===== config.mk =====
export PLATFORM = sky130hd
export DESIGN_NAME = matmul_arbiter
export DESIGN_NICKNAME = d
export VERILOG_FILES = /design/src/rtl/matmul_arbiter.sv
export SDC_FILE = /design/constraint.sdc
export NUM_CORES = 1
export LEC_CHECK = 0
export ABC_CLOCK_PERIOD_IN_PS = 3100
export BUFFER_PORTS_ARGS = -buffer_cell sky130_fd_sc_hd__buf_2
export CAP_MARGIN = 20
export CORE_AREA = 5 5 338 340
export CTS_BUF_LIST = sky130_fd_sc_hd__clkbuf_8 sky130_fd_sc_hd__clkbuf_16
export DETAILED_ROUTE_END_ITERATION = 8
export DIE_AREA = 0 0 343 345
export SYNTH_ARGS = -nofsm -noshare
export SYNTH_HDL_FRONTEND = slang
export SYNTH_SLANG_ARGS = --single-unit

===== constraint.sdc =====
create_clock -name Clock -period 3.1 [get_ports Clock]
set_input_delay 0.62 -clock Clock [delete_from_list [all_inputs] [get_ports Clock]]
set_output_delay 0.62 -clock Clock [all_outputs]
set_load 0.005 [all_outputs]

===== src/rtl/matmul_arbiter.sv =====
// matmul_arbiter: round-robin scheduler sharing one 3x3 signed 8-bit matrix multiplier
// between NUM_REQ requesters, one job in flight, single tagged response channel.
module matmul_arbiter #(
  parameter int NUM_REQ = 4,
  parameter int TIMEOUT = 31,
  parameter int ID_W    = $clog2(NUM_REQ)
) (
  input  logic                  Clock,
  input  logic                  reset,
  input  logic [NUM_REQ-1:0]    req_valid,
  input  logic [NUM_REQ*72-1:0] req_a,
  input  logic [NUM_REQ*72-1:0] req_b,
  output logic [NUM_REQ-1:0]    req_ready,
  output logic                  rsp_valid,
  output logic [ID_W-1:0]       rsp_id,
  output logic [71:0]           rsp_c,
  output logic                  rsp_err,
  input  logic                  rsp_ready,
  output logic                  mm_reset,
  output logic                  mm_enable,
  output logic [71:0]           mm_a,
  output logic [71:0]           mm_b,
  input  logic [71:0]           mm_c,
  input  logic                  mm_done,
  output logic                  busy
);
  localparam int CW = $clog2(TIMEOUT);
  typedef enum logic [1:0] {IDLE, RUN, RESP} state_t;
  state_t state, state_nx;
  logic [ID_W-1:0] ptr, g;
  logic [CW-1:0] cnt;
  logic any, acc, tmo;
  // Descending scan so the candidate closest to ptr wins.
  always_comb begin
    g = '0;
    any = 1'b0;
    for (int k = NUM_REQ - 1; k >= 0; k--)
      if (req_valid[(int'(ptr) + k) % NUM_REQ]) begin
        g = ID_W'((int'(ptr) + k) % NUM_REQ);
        any = 1'b1;
      end
  end
  assign acc = state == IDLE && any;
  assign tmo = cnt == CW'(TIMEOUT - 1);
  always_ff @(posedge Clock)
    state <= reset ? IDLE : state_nx;
  always_comb
    state_nx = state == IDLE ? (any ? RUN : IDLE) :
               state == RUN  ? ((mm_done || tmo) ? RESP : RUN) :
                               (rsp_ready ? IDLE : RESP);
  always_comb
    req_ready = acc ? NUM_REQ'(1) << g : '0;
  // Control outputs are registered from the next state so they line up with it.
  always_ff @(posedge Clock) begin
    if (reset) begin
      ptr       <= '0;
      cnt       <= '0;
      mm_reset  <= 1'b1;
      mm_enable <= 1'b0;
      mm_a      <= '0;
      mm_b      <= '0;
      rsp_c     <= '0;
      rsp_id    <= '0;
      rsp_err   <= 1'b0;
      rsp_valid <= 1'b0;
      busy      <= 1'b0;
    end else begin
      mm_reset  <= state_nx != RUN;
      mm_enable <= state_nx == RUN;
      rsp_valid <= state_nx == RESP;
      busy      <= state_nx != IDLE;
      if (acc) begin
        mm_a   <= req_a[int'(g)*72 +: 72];
        mm_b   <= req_b[int'(g)*72 +: 72];
        rsp_id <= g;
        ptr    <= int'(g) == NUM_REQ - 1 ? '0 : g + ID_W'(1);
        cnt    <= '0;
      end
      if (state == RUN) begin
        if (mm_done) begin
          rsp_c   <= mm_c;
          rsp_err <= 1'b0;
        end else if (tmo) begin
          rsp_c   <= '0;
          rsp_err <= 1'b1;
        end else
          cnt <= cnt + CW'(1);
      end
    end
  end
endmodule


==> results by group <==
Placement
  – IO Port Bufs: 882
  – DP HPWL: approximately 73 mm
  – Routability Congestion: approximately 0.92

Drt
  – Routed wire length: 86.0 mm
  – # DRC: 0
  – DR vias/cell: 3.71
  – Post-DRT Antenna Nets: 0
  – DR iter-0 viols: 696
  – Wire length per cell: 24.4 um
  – Pre-antenna DRT Iters: 5
  – Via Count: 13072

Status
  – Status: complete, no violations

Layout
  – Flip-flop and latch area: 4650 um2
  – Footprint of the multi-input gates: 6030 um2
  – Nets@finish: 2641
  – Most common cell after layout, fill and taps aside: buf_2
  – Fill cells: 12637
  – Final core utilization: 0.167
  – Most frequent cells in the layout: 881 x buf_2, 287 x mux2i_1, 231 x dfxtp_1
  – Area growth syn-to-layout: 64.7%
  – Share of layout cells above drive strength 1: 0.488

CTS
  – Hold-fix buffers, CTS: 0
  – Skew-Pair Late Insertion Delay: 0.59 ns
  – Inserted Clock Buffers: 36
  – Clk buf depth: 3
  – Clock transition at the registers of the reported paths: ~0.06 ns
  – CTS Sinks: 232
  – CTS tree: built
  – CTS Root Cell: clkbuf_16
  – # H-tree levels: 2

Critical path
  – CP max FO: 6
  – Slowest Stage Delay on Critical Path: about 0.52 ns
  – R2r endpoint: mm_a[19]
  – FF-to-FF path depth: 7
  – Critical Path AT: 2.29 ns
  – R2r startpoint: ptr[0]
  – CP Launch Type: register
  – Nature of the critical path endpoint: primary output
  – Crit Path Class: register to primary output
  – Worst path required time: approximately 2.5 ns
  – Worst path slowest cell: or4_4
  – R2R Setup Slk: approximately 0.66 ns
  – Crit-path cells: nor2b_1 > or4_4 > and2_4 > inv_1 > ha_1 > and3_4 > buf_2

Floorplanning
  – Starting Density: 0.102
  – Die Area: 118000 um2
  – FP Rows: around 120
  – Die Ht: 345 um
  – Core Box Area: 111000 um2
  – Die W: 343 um
  – IO Count: 883

Power and ir drop
  – P_int: between 7 and 8 mW
  – Combinational share of power: 0.277
  – Peak supply drop: 0.000333 V
  – Power per cell area: 605 nW/um2
  – Leakage: 9.45 nW
  – Sw Ratio: 0.331
  – P_sw: between 3 and 4 mW
  – Clock power frac: 0.401
  – Sequential power share: 0.322

Timing
  – Setup repair after global routing missed its margin: false
  – Worst Clk Skew: ~0.018 ns
  – Relative slew slack: 0.361
  – Setup-failing EPs final: 0
  – Period utilization: 0.938
  – Min cycle time layout: 2.91 ns
  – Tightest Pin Transition: 0.959 ns
  – Final setup TNS: 0 ns
  – Hold Fails Final Rpt: 0
  – Max-slew violation count: 0
  – Achievable frequency: around 340 MHz

GRT
  – Largest net degree at the start of global routing: 86
  – Antenna violations before repair: a little under 100
  – Met2 usage: 0.241
  – Gr usage total: 0.137
  – GR peak layer: met2
  – First-pass GRT wire length: 112 mm
  – Routing usage on met3: 0.0589
  – Grt ovf: 0
  – Grt met1 use: 0.158
  – Vias in the first global route: approximately 13000

Synth
  – Seq/Total Area, Yosys: 0.411
  – Synth Instances: 1141
  – Synth area leaders: dfxtp_1 41%, mux2i_1 25%, o221ai_1 11%
  – EDFF count, synth: 0
  – Syn Area/Cell: between 9 and 10 um2
  – Synth Net Count: 1803
  – Unique masters post-synth: 37
  – Synth async-reset ratio: 0
  – Mapped Area: 11300 um2
  – Top_reg_cell synth: dfxtp_1
  – Cell taking the most area after synthesis: dfxtp_1
  – Seq cells post-synth: around 230
  – Ys Warns: 0
  – Top cell type's share of synthesized area: 0.411

Min path
  – Worst Hold Path EP: rsp_c[53]
  – Worst Hold Path Cells: 3
  – Worst hold start: mm_c[53]
  – Worst hold path class: primary input to register

Job
  – Max Cap Viol: 0
==> kinds of logic after synthesis <==
logic type | after synthesis | synth area share
mux | 287 | 0.254
fa+ha+maj | 6 | 0.00664
compound gates | 239 | 0.172
buf+inv | 109 | 0.0590
flops | 232 | 0.411
simple gates | 268 | 0.0975
==> power groups by stage <==
stage          sequential [mW]  clock (mW)  combinational, mW
2_1_floorplan             3.70           0               1.69
3_3_place_gp              3.67           0               3.15
3_5_place_dp              3.67           0               3.18
4_1_cts                   3.62        4.75               3.19
5_1_grt                   3.67        4.83               3.40
6_report                  3.62        4.52               3.12
==> final cells by class <==
cell class	instances	area share
Antenna cell	22	0.00296
Inverter	4	0.000806
Tap cell	1500	0.101
Clock buffer	40	0.0513
Sequential cell	232	0.249
Multi-Input combinational cell	800	0.324
Timing Repair Buffer	905	0.253
Clock inverter	25	0.0177
==> worst max-delay path by stage <==
stage	start	endpoint	cells after the start
after detailed placement	req_valid[0]	mm_b[4]	7
after CTS	ptr[0]	req_ready[1]	7
after floorplan	req_valid[0]	req_ready[3]	9
after global routing	ptr[0]	req_ready[1]	7
after global placement	req_valid[0]	mm_b[4]	7
final	ptr[0]	req_ready[1]	7
==> synthesized netlist by cell type, drive strengths merged, types with 2 or more instances <==
| master | instances |
|---|---|
| mux2i | 287 |
| dfxtp | 232 |
| nand2 | 152 |
| o221ai | 143 |
| nor2 | 88 |
| a22oi | 72 |
| buf | 59 |
| clkbuf | 46 |
| a21oi | 11 |
| and3 | 7 |
| ha | 6 |
| and2 | 4 |
| inv | 4 |
| nand2b | 4 |
| nor2b | 3 |
| nor3 | 3 |
| a211oi | 2 |
| a21boi | 2 |
| nand3 | 2 |
| o211ai | 2 |
| o21ai | 2 |
| or3 | 2 |
| or4 | 2 |
==> what timing repair did <==
action / in CTS / in global routing
setup buffers: 0 / 0
resized for setup: 0 / 2
setup endpoints to repair: 0 / 1
==> stage by stage <==
stage / cells / worst slack (ns) / hold WS [ns] / instance area (um2) / total power, mW
after floorplan: 1141 / 0.312 / 0.453 / 11300 / 5.39
after global placement: 3441 / 0.103 / 0.438 / 17300 / 6.82
after detailed placement: 3441 / 0.120 / 0.441 / 17300 / 6.86
after CTS: 3506 / 0.0383 / 0.206 / 18600 / 11.6
after global routing: 3511 / 0.0351 / 0.235 / 18600 / 11.9
final: 3528 / 0.192 / 0.281 / 18600 / 11.3
==> flip-flops by register name, summed over array words and instances (netlist names) <==
register / count
ptr: 2
mm_enable: 1
rsp_valid: 1
rsp_c: 72
state: 2
busy: 1
mm_reset: 1
cnt: 5
rsp_id: 2
mm_a: 72
rsp_err: 1
mm_b: 72
==> metal layers <==
layer  part of all wire  wire length, um
met5             0.0027              232
met3               0.11             9520
met1               0.38            32600
met4              0.024             2030
met2               0.48            41600
==> worst max-delay path, delay by kind of cell, from the launching register on <==
kind | cells | cell delay, ns
and+or+nand+nor | 4 | 0.98
DFF | 1 | 0.35
buffers and inverters | 2 | 0.21
adders and majority gates | 1 | 0.16
Note: power is estimated with default switching activity, not from simulation.
